$ cat src/rtl/lift_pkg.sv
// Shared lift controller types and default timing/load constants.
// No logic, no latency.
// No flow control.
package lift_pkg;

    typedef enum logic [2:0] {
        ST_OFF,
        ST_IDLE,
        ST_MOVE,
        ST_DOOR_OPEN,
        ST_DOOR_CLOSE
    } lift_state_e;

    localparam int DEF_NUM_FLOORS    = 8;
    localparam int DEF_TRAVEL_CYCLES = 4;
    localparam int DEF_DOOR_CYCLES   = 8;
    localparam int DEF_CLOSE_CYCLES  = 2;
    localparam int DEF_WEIGHT_W      = 10;
    localparam int DEF_MAX_WEIGHT    = 700;

    function automatic int max3(input int a, input int b, input int c);
        int m;
        m = (a > b) ? a : b;
        return (m > c) ? m : c;
    endfunction

endpackage

$ cat src/rtl/lift_req_queue.sv
// Pending-call register with direction flags relative to the current floor.
// Calls visible on pending one clock after they are presented; flags are combinational from the register.
// No backpressure: calls are level inputs, merged every powered clock.
module lift_req_queue
#(
    parameter int NUM_FLOORS = 8,
    parameter int FLOOR_W    = 3
)(
    input  logic                  i_clk,
    input  logic                  i_rst,
    input  logic                  powered,
    input  logic [NUM_FLOORS-1:0] calls,
    input  logic                  mask_vld,
    input  logic [FLOOR_W-1:0]    mask_floor,
    input  logic [FLOOR_W-1:0]    cur_floor,
    output logic [NUM_FLOORS-1:0] pending,
    output logic                  any_above,
    output logic                  any_below,
    output logic                  here
);

    logic [NUM_FLOORS-1:0] clr_mask;

    // The floor the door is (or is about to be) open at is both cleared and
    // blocked, so a press there restarts the door instead of queueing a stop.
    always_comb begin
        clr_mask = '0;
        if (mask_vld) clr_mask[mask_floor] = 1'b1;
    end

    always_comb begin
        any_above = 1'b0;
        any_below = 1'b0;
        for (int i = 0; i < NUM_FLOORS; i++) begin
            if (pending[i] && (FLOOR_W'(i) > cur_floor)) any_above = 1'b1;
            if (pending[i] && (FLOOR_W'(i) < cur_floor)) any_below = 1'b1;
        end
    end

    assign here = pending[cur_floor];

    always_ff @(posedge i_clk or posedge i_rst) begin
        if (i_rst)         pending <= '0;
        else if (!powered) pending <= '0;
        else               pending <= (pending | calls) & ~clr_mask;
    end

endmodule

$ cat src/rtl/lift_ctrl_multi.sv
// Single-car collective SCAN lift controller with timed door, overload hold and power-loss handling.
// All outputs registered; a new call is acted on two clocks after it is presented.
// No backpressure: calls latch into the pending set; door buttons and load are sampled every clock.
module lift_ctrl_multi
    import lift_pkg::*;
#(
    parameter int NUM_FLOORS    = DEF_NUM_FLOORS,
    parameter int FLOOR_W       = $clog2(NUM_FLOORS),
    parameter int TRAVEL_CYCLES = DEF_TRAVEL_CYCLES,
    parameter int DOOR_CYCLES   = DEF_DOOR_CYCLES,
    parameter int CLOSE_CYCLES  = DEF_CLOSE_CYCLES,
    parameter int WEIGHT_W      = DEF_WEIGHT_W,
    parameter int MAX_WEIGHT    = DEF_MAX_WEIGHT
)(
    input  logic                  i_clk,
    input  logic                  i_rst,
    input  logic                  i_power,
    input  logic                  i_battery,
    input  logic [WEIGHT_W-1:0]   i_weight,
    input  logic [NUM_FLOORS-1:0] i_call_up,
    input  logic [NUM_FLOORS-1:0] i_call_down,
    input  logic [NUM_FLOORS-1:0] i_car_call,
    input  logic                  i_open,
    input  logic                  i_close,
    output logic [FLOOR_W-1:0]    o_floor,
    output logic                  o_moving,
    output logic                  o_dir_up,
    output logic                  o_open,
    output logic                  o_close,
    output logic                  o_overload,
    output logic [NUM_FLOORS-1:0] o_pending
);

    localparam int CNT_W = $clog2(max3(TRAVEL_CYCLES, DOOR_CYCLES, CLOSE_CYCLES) + 1);
    localparam logic [CNT_W-1:0]    TRAVEL_LAST = CNT_W'(TRAVEL_CYCLES - 1);
    localparam logic [CNT_W-1:0]    DOOR_LAST   = CNT_W'(DOOR_CYCLES - 1);
    localparam logic [CNT_W-1:0]    CLOSE_LAST  = CNT_W'(CLOSE_CYCLES - 1);
    localparam logic [WEIGHT_W-1:0] WEIGHT_LIM  = WEIGHT_W'(MAX_WEIGHT);

    lift_state_e            state_q, state_n;
    logic [CNT_W-1:0]       cnt_q, cnt_n;
    logic [FLOOR_W-1:0]     floor_n;
    logic                   dir_n;
    logic                   powered, overload, call_here, door_n;
    logic                   any_above, any_below, here;
    logic [NUM_FLOORS-1:0]  calls;

    assign powered   = i_power && i_battery;
    assign overload  = i_weight > WEIGHT_LIM;
    assign calls     = i_call_up | i_call_down | i_car_call;
    assign call_here = powered && calls[o_floor];
    assign door_n    = (state_n == ST_DOOR_OPEN) || (state_n == ST_DOOR_CLOSE);

    lift_req_queue #(
        .NUM_FLOORS (NUM_FLOORS),
        .FLOOR_W    (FLOOR_W)
    ) u_req_queue (
        .i_clk      (i_clk),
        .i_rst      (i_rst),
        .powered    (powered),
        .calls      (calls),
        .mask_vld   (door_n),
        .mask_floor (floor_n),
        .cur_floor  (o_floor),
        .pending    (o_pending),
        .any_above  (any_above),
        .any_below  (any_below),
        .here       (here)
    );

    always_comb begin
        state_n = state_q;
        cnt_n   = cnt_q;
        floor_n = o_floor;
        dir_n   = o_dir_up;
        unique case (state_q)
            ST_OFF: begin
                cnt_n = '0;
                if (powered) state_n = ST_IDLE;
            end
            ST_IDLE: begin
                cnt_n = '0;
                if (!powered) begin
                    state_n = ST_OFF;
                end else if (here) begin
                    state_n = ST_DOOR_OPEN;
                end else if (o_dir_up ? any_above : any_below) begin
                    state_n = ST_MOVE;
                end else if (any_above || any_below) begin
                    dir_n   = !o_dir_up;
                    state_n = ST_MOVE;
                end
            end
            ST_MOVE: begin
                if (cnt_q == TRAVEL_LAST) begin
                    cnt_n   = '0;
                    floor_n = o_dir_up ? o_floor + FLOOR_W'(1) : o_floor - FLOOR_W'(1);
                    // Continue only while work remains beyond the new floor, so the car never runs off either end.
                    if (!powered || o_pending[floor_n])
                        state_n = ST_DOOR_OPEN;
                    else if (!(o_dir_up ? any_above : any_below))
                        state_n = ST_IDLE;
                end else begin
                    cnt_n = cnt_q + CNT_W'(1);
                end
            end
            ST_DOOR_OPEN: begin
                if (powered) begin
                    if (overload || i_open || call_here) begin
                        cnt_n = '0;
                    end else if (i_close || (cnt_q == DOOR_LAST)) begin
                        cnt_n   = '0;
                        state_n = ST_DOOR_CLOSE;
                    end else begin
                        cnt_n = cnt_q + CNT_W'(1);
                    end
                end
            end
            ST_DOOR_CLOSE: begin
                if (!powered || i_open || overload || call_here) begin
                    cnt_n   = '0;
                    state_n = ST_DOOR_OPEN;
                end else if (cnt_q == CLOSE_LAST) begin
                    cnt_n   = '0;
                    state_n = ST_IDLE;
                end else begin
                    cnt_n = cnt_q + CNT_W'(1);
                end
            end
            default: begin
                cnt_n   = '0;
                state_n = ST_OFF;
            end
        endcase
    end

    always_ff @(posedge i_clk or posedge i_rst) begin
        if (i_rst) begin
            state_q    <= ST_OFF;
            cnt_q      <= '0;
            o_floor    <= '0;
            o_dir_up   <= 1'b1;
            o_moving   <= 1'b0;
            o_open     <= 1'b0;
            o_close    <= 1'b1;
            o_overload <= 1'b0;
        end else begin
            state_q    <= state_n;
            cnt_q      <= cnt_n;
            o_floor    <= floor_n;
            o_dir_up   <= dir_n;
            o_moving   <= (state_n == ST_MOVE);
            o_open     <= (state_n == ST_DOOR_OPEN);
            o_close    <= !door_n;
            o_overload <= door_n && overload;
        end
    end

endmodule

$ cat config.mk
export PLATFORM = sky130hd
export DESIGN_NAME = lift_ctrl_multi
export DESIGN_NICKNAME = d
export VERILOG_FILES = /design/src/rtl/lift_pkg.sv /design/src/rtl/lift_req_queue.sv /design/src/rtl/lift_ctrl_multi.sv
export SDC_FILE = /design/constraint.sdc
export NUM_CORES = 1
export LEC_CHECK = 0
export CORE_MARGIN = 4
export CORE_UTILIZATION = 50
export CTS_CLUSTER_DIAMETER = 100
export DETAILED_ROUTE_END_ITERATION = 16
export PLACE_DENSITY = 0.9
export SYNTH_ARGS = -nofsm -noshare
export SYNTH_HDL_FRONTEND = slang
export SYNTH_SLANG_ARGS = --single-unit
$ cat constraint.sdc
create_clock -name i_clk -period 4.16 [get_ports i_clk]
set_input_delay 0.832 -clock i_clk [delete_from_list [all_inputs] [get_ports i_clk]]
set_output_delay 0.832 -clock i_clk [all_outputs]
set_load 0.005 [all_outputs]
Word-level counts from Yosys, hierarchy flattened --
Cells that the tools add are included.
Word-level totals: register bits 23, bits of input ports 40, output and inout bits 16, word-level logic and storage cells 136
Operators by class: $add $sub $neg 3, order comparisons 21, equality and inequality tests 11, muxes and demuxes 51, bitwise logic cells 7, reductions and logical operators 34
Operators with widths (count):
- 3-bit 2-to-1 mux | 16
- 4-bit 2-to-1 mux | 6
- 8-bit OR | 3
- 1-bit 2-to-1 mux | 21
- 1-bit logical AND | 20
- 8-bit 2-to-1 mux | 2
- 3-bit one-hot mux with 5 select lines | 1
- 3-bit by 2-bit == test with 1-bit output (second input constant) | 4
- 3-bit greater-than comparator (first input constant) | 4
- 3-bit less-than comparator (first input constant) | 4
- 3-bit by 4-bit less-than comparator with 1-bit output (second input constant) | 3
- 4-bit one-hot mux with 3 select lines | 1
- 10-bit greater-than comparator (second input constant) | 1
- 1-bit binary-select mux with 3-bit select | 3
- 1-bit logical OR | 9
- 8-bit bitwise AND | 1
- 8-bit inverter | 1
- 3-bit == test (second input constant) | 2
- 1-bit by 3-bit greater-than comparator with 1-bit output (first input constant) | 2
- 2-bit by 3-bit greater-than comparator with 1-bit output (first input constant) | 2
- 1-bit by 3-bit less-than comparator with 1-bit output (first input constant) | 2
- 2-bit by 3-bit less-than comparator with 1-bit output (first input constant) | 2
- 5-bit AND reduction | 1
- 4-bit by 1-bit adder with 4-bit output (second input constant) | 1
- 12 further kinds | 15

Longest topological paths before layout --
depth in word-level cells 22, mapped depth 10, mapped depth without buffers 9

By module --
Synthesis repeated with hierarchy kept, for this count alone.
Second synthesis, totals: cells, all modules 192, area total of the unflattened synthesis 1788.0 sq um
By module, submodules not included:
- lift_ctrl_multi | times used 1, cells each 139, area an instance 1270.0 sq um, seq. area each 377.9 sq um
- lift_req_queue | times used 1, cells each 53, area an instance 518.0 sq um, seq. area each 200.2 sq um

Worst setup path before layout --
Ideal clock, no wire load.
path type in2reg, start input port i_call_down[2], end register u_req_queue.pending[4], library setup time 0.099 ns, data arrival time 2.326 ns, data required time 4.061 ns, path slack 1.734 ns, cell stages on the path 7, buffers on the path 0, cells stage by stage or4_4 -> a211oi_2 -> a211oi_2 -> nor2_1 -> o22a_2 -> nand2_4 -> a311oi_1
On the way: word-level cells in the longest chain between the ends 15, elaborated cells on any way between the ends 18, classes of those cells eq/ne: 2; mux: 8; bitwise: 4; reduce/logical: 4
Ends and longest elaborated chain:
- start: declaration | line lift_ctrl_multi.sv:21 | input logic [NUM_FLOORS-1:0] i_call_down,
- 8-bit OR (*) (2 in a row) | line lift_ctrl_multi.sv:50 | assign calls = i_call_up | i_call_down | i_car_call;
- 1-bit binary-select mux with 3-bit select (*) | line lift_ctrl_multi.sv:51 | assign call_here = powered && calls[o_floor];
- 1-bit 2-to-1 mux (implied by the code) (*) | line lift_ctrl_multi.sv:51
- 1-bit logical AND (*) | line lift_ctrl_multi.sv:51
- 1-bit logical OR | line lift_ctrl_multi.sv:109 | if (overload || i_open || call_here) begin
- 3-bit 2-to-1 mux | line lift_ctrl_multi.sv:109
- 3-bit 2-to-1 mux | line lift_ctrl_multi.sv:108 | if (powered) begin
- 3-bit one-hot mux with 5 select lines (*) | line lift_ctrl_multi.sv:76 | unique case (state_q)
- 3-bit by 2-bit == test with 1-bit output or 3-bit == test (tied branches) | line lift_ctrl_multi.sv:52 | assign door_n = (state_n == ST_DOOR_OPEN) || (state_n == ST_DOOR_CLOSE);
- 1-bit logical OR (*) | line lift_ctrl_multi.sv:52
- 8-bit 2-to-1 mux (*) | line lift_req_queue.sv:28 | if (mask_vld) clr_mask[mask_floor] = 1'b1;
- 8-bit inverter (*) | line lift_req_queue.sv:45 | else pending <= (pending | calls) & ~clr_mask;
- 8-bit bitwise AND (*) | line lift_req_queue.sv:45
- 8-bit 2-to-1 mux (*) | line lift_req_queue.sv:44 | else if (!powered) pending <= '0;
- end signal: assignment | line lift_req_queue.sv:45
- end: declaration | line lift_req_queue.sv:16 | output logic [NUM_FLOORS-1:0] pending,
Mark *: on every way between the ends. The rest lies on a longest branch, timed or not. The select of a mux whose other input is x is not followed. A chain may end at the register's enable or synchronous reset.

Worst setup path in the final report --
start register o_floor[0], end register u_req_queue.pending[6]
On the way: word-level cells in the longest chain between the ends 22, elaborated cells on any way between the ends 88, classes of those cells add/sub: 2; order compare: 18; eq/ne: 2; mux: 41; bitwise: 2; reduce/logical: 23
Ends and longest elaborated chain:
- start: declaration | line lift_ctrl_multi.sv:25 | output logic [FLOOR_W-1:0] o_floor,
- start signal: assignment | line lift_ctrl_multi.sv:150 | o_floor <= floor_n;
- 1-bit by 3-bit greater-than comparator with 1-bit output or 1-bit by 3-bit less-than comparator with 1-bit output (tied branches) | line lift_req_queue.sv:35, lift_req_queue.sv:36
- 1-bit logical AND, on equally long branches | line lift_req_queue.sv:35, lift_req_queue.sv:36
- 1-bit 2-to-1 mux, on equally long branches (8 in a row) | line lift_req_queue.sv:35, lift_req_queue.sv:36
- 1-bit logical OR | line lift_ctrl_multi.sv:89 | end else if (any_above || any_below) begin
- 3-bit 2-to-1 mux | line lift_ctrl_multi.sv:89
- 3-bit 2-to-1 mux | line lift_ctrl_multi.sv:87 | end else if (o_dir_up ? any_above : any_below) begin
- 3-bit 2-to-1 mux | line lift_ctrl_multi.sv:85 | end else if (here) begin
- 3-bit 2-to-1 mux | line lift_ctrl_multi.sv:83 | if (!powered) begin
- 3-bit one-hot mux with 5 select lines | line lift_ctrl_multi.sv:76
- 3-bit by 2-bit == test with 1-bit output or 3-bit == test (tied branches) | line lift_ctrl_multi.sv:52
- 1-bit logical OR | line lift_ctrl_multi.sv:52
- 8-bit 2-to-1 mux (*) | line lift_req_queue.sv:28
- 8-bit inverter (*) | line lift_req_queue.sv:45
- 8-bit bitwise AND (*) | line lift_req_queue.sv:45
- 8-bit 2-to-1 mux (*) | line lift_req_queue.sv:44
Marks and branches as above.

==> flow_metrics.tcl <==
set metrics [dict create \
    status "finished clean" \
    synthTopCellsByCount "nand2_1 (24), dfrtp_1 (21), nor2_1 (14)" \
    synth_seq_area_share_pct 30.12 \
    ys.flop_type "dfrtp_1" \
    worst_pin_slew_ns 0.8767 \
    drc 0 \
    antenna_found_initial 0 \
    ff2ff_setup_slack_ns 1.08 \
    fin_skew_ns 0.002040 \
    cap_violations 0 \
    synth_nets 266 \
    crit_slowest_cell "dfrtp_1" \
    ys_warn_count 0 \
    stdcell_area_mm2 0.002522 \
    syn_inst 218 \
    synth_area_leader_cell "dfrtp_1" \
    ir_drop_mv 0.2965 \
    start_util_pct 52.04 \
    clk-insertion-delay-late_ns 0.26 \
    final_nets 319 \
    core.rowCount 22 \
    ys_ff_latch 23 \
    path_buf_inv 1 \
    core_mm2 0.003689 \
    wirelength_mm 5.207 \
    path_cells "inv_1, ha_1, xnor2_1, a2111o_1, a211oi_1, a211o_1, o211a_1, nand2_4, a311oi_1" \
    period_needed_ns 3.081 \
    gp_congestion 0.8751 \
    synth_cell_types 63 \
    yosys-top-cells-area "dfrtp_1 (27%), ha_1 (5.2%), nand2_1 (4.7%)" \
    yosys.area.top_type_share_pct 27.38 \
    hold_path_class "reg2reg" \
    grt.overflow.total 0 \
    h-tree-depth 1 \
    fin_cells 318 \
    grt_util_all_layers_pct 20.93 \
    cp.required_ns 4.33 \
    via_per_inst 6.192 \
    pre_cts_ws_ns 1.143 \
    p_leak_nw 1.017 \
    cts_buffers 3 \
    p_per_area_mw_per_mm2 477.5 \
    grt_setup_unrepaired "no" \
    synth_edf_count 0 \
    syn2layout_area_growth_pct 31.42 \
    p_total_mw 1.204 \
    grt_pass1_vias 1819 \
    worst_ep_arrival_time_ns 3.25 \
    fmax_mhz 324.6 \
    synthArstFlopShare_pct 100.0 \
    die_h_um 69.96 \
    final_hold_viol_count 0 \
    post-route-util_pct 68.39 \
    numClockSinks 23 \
    hold_ws_ns 0.5413 \
    routedWlPerCell_um 16.37 \
    nFillCells 298 \
    num_vias 1969 \
    postCtsHoldBufs 0 \
    min_period_over_period_pct 74.05 \
    finalSetupViolations 0 \
    drtPass1Iterations 4 \
    dpl_cell_area_mm2 0.002477 \
    io_buffers 55 \
    cts_tree "built" \
    die_w_um 69.96 \
    postRouteAntennaNets 0 \
    cts_resized 0 \
    slew_violations 0 \
    endpoint_kind "register" \
    dp.cells 314 \
    clkTransAtPathRegs_ns 0.08 \
    path_class "reg2reg" \
    crit_path_start_kind "register" \
    cts_setup_buffers 0 \
    syn_area_per_cell_um2 8.804 \
    path_delay_family "compound AO/OA/AOI/OAI gates" \
    drt_iter0_markers 123 \
    die_area_mm2 0.004894 \
    clock_path_buffers 2 \
    n_antenna_cell 0 \
    grt_pass1_wl_mm 8.466 \
    netlist_area_mm2 0.001919 \
    cp_max_fo 18 \
    dpl.hpwl_mm 4.058 \
    cts_root_buf "clkbuf_8" \
    cpPeakStageDelay_ns 0.75 \
    drive_gt1_share_pct 7.037 \
    io_pins 56 \
    slew_headroom_pct 41.49 \
    fin_ws_ns 1.079 \
    post-synth-top-count-cell "nand2_1" \
    grt_start_max_net_pins 24 \
    timing.setup.tns_ns 0 \
]
==> layout by cell type, fill, tap and decap left out, types with 3 or more instances in the layout <==
| master | n |
|---|---|
| o21ai_1 | 3 |
| inv_1 | 10 |
| a211o_1 | 3 |
| o211a_1 | 3 |
| a211oi_1 | 5 |
| dfrtp_1 | 21 |
| nor2_1 | 14 |
| o41ai_1 | 6 |
| nand2b_1 | 4 |
| and2_1 | 6 |
| a21oi_1 | 7 |
| clkbuf_8 | 3 |
| nor3_1 | 8 |
| clkdlybuf4s50_1 | 55 |
| ha_1 | 8 |
| a31oi_1 | 8 |
| o2bb2ai_1 | 3 |
| nand2_1 | 24 |
| o21ai_0 | 6 |
| nor2b_1 | 7 |
| nand3_1 | 5 |
| xnor2_1 | 3 |
==> cell type report <==
class | count | area [um2] | area share, %
clock buffers | 4 | 45.04 | 1.786
inverters | 12 | 45.04 | 1.786
multi-input cells | 176 | 1244 | 49.31
flip-flops and latches | 23 | 578.1 | 22.92
well taps | 48 | 60.06 | 2.381
repair buffers | 55 | 550.5 | 21.83
==> cell families (layout without fill, tap and decap cells) <==
kind of cell             after synthesis  in the layout  synth area share, %
AO/OA/AOI/OAI                         73             73                29.60
XOR/XNOR                               5              5                2.282
adder cells (fa/ha/maj)                8              8                5.215
buffers and inverters                 19             71                5.085
flip-flops                            23             23                30.12
multiplexers                           6              6                4.563
AND/OR/NAND/NOR                       84             84                23.14
==> state kept, by name, summed over array words and instances (netlist names) <==
| name | flops |
|---|---|
| state_q | 3 |
| o_floor | 3 |
| o_overload | 1 |
| o_dir_up | 1 |
| o_moving | 1 |
| o_close | 1 |
| cnt_q | 4 |
| u_req_queue.pending | 8 |
| o_open | 1 |
==> worst reg2reg max path, delay by kind of cell (launching register included) <==
family	cells	cell delay, ns
AO/OA/AOI/OAI	5	1.25
flip-flops	1	0.75
adder cells (fa/ha/maj)	1	0.37
buffers and inverters	1	0.32
XOR/XNOR	1	0.18
AND/OR/NAND/NOR	1	0.11
==> layer usage <==
layer | wire [um] | track usage (%)
met2 | 2506 | 34.73
met1 | 2299 | 28.26
met3 | 351 | 3.453
met5 | 0 | 0
met4 | 51 | 5.319
==> worst paths after layout <==
kind / start / endpoint / cells after the start
min in group asynchronous: i_rst / cnt_q[2] / 2
worst max-delay path: o_floor[0] / u_req_queue.pending[6] / 9
worst max register to register: o_floor[0] / u_req_queue.pending[6] / 9
worst min register to register: cnt_q[0] / cnt_q[0] / 1
worst min-delay path: cnt_q[0] / cnt_q[0] / 1
max in group asynchronous: i_rst / u_req_queue.pending[7] / 2
==> power by group <==
group	internal, mW	leakage [nW]	total (mW)	switching [mW]
clock	0.0683	0.0228	0.137	0.0684
sequential	0.278	0.292	0.386	0.108
combinational	0.314	0.703	0.682	0.368
No activity file was read; power rests on OpenSTA's default activity.
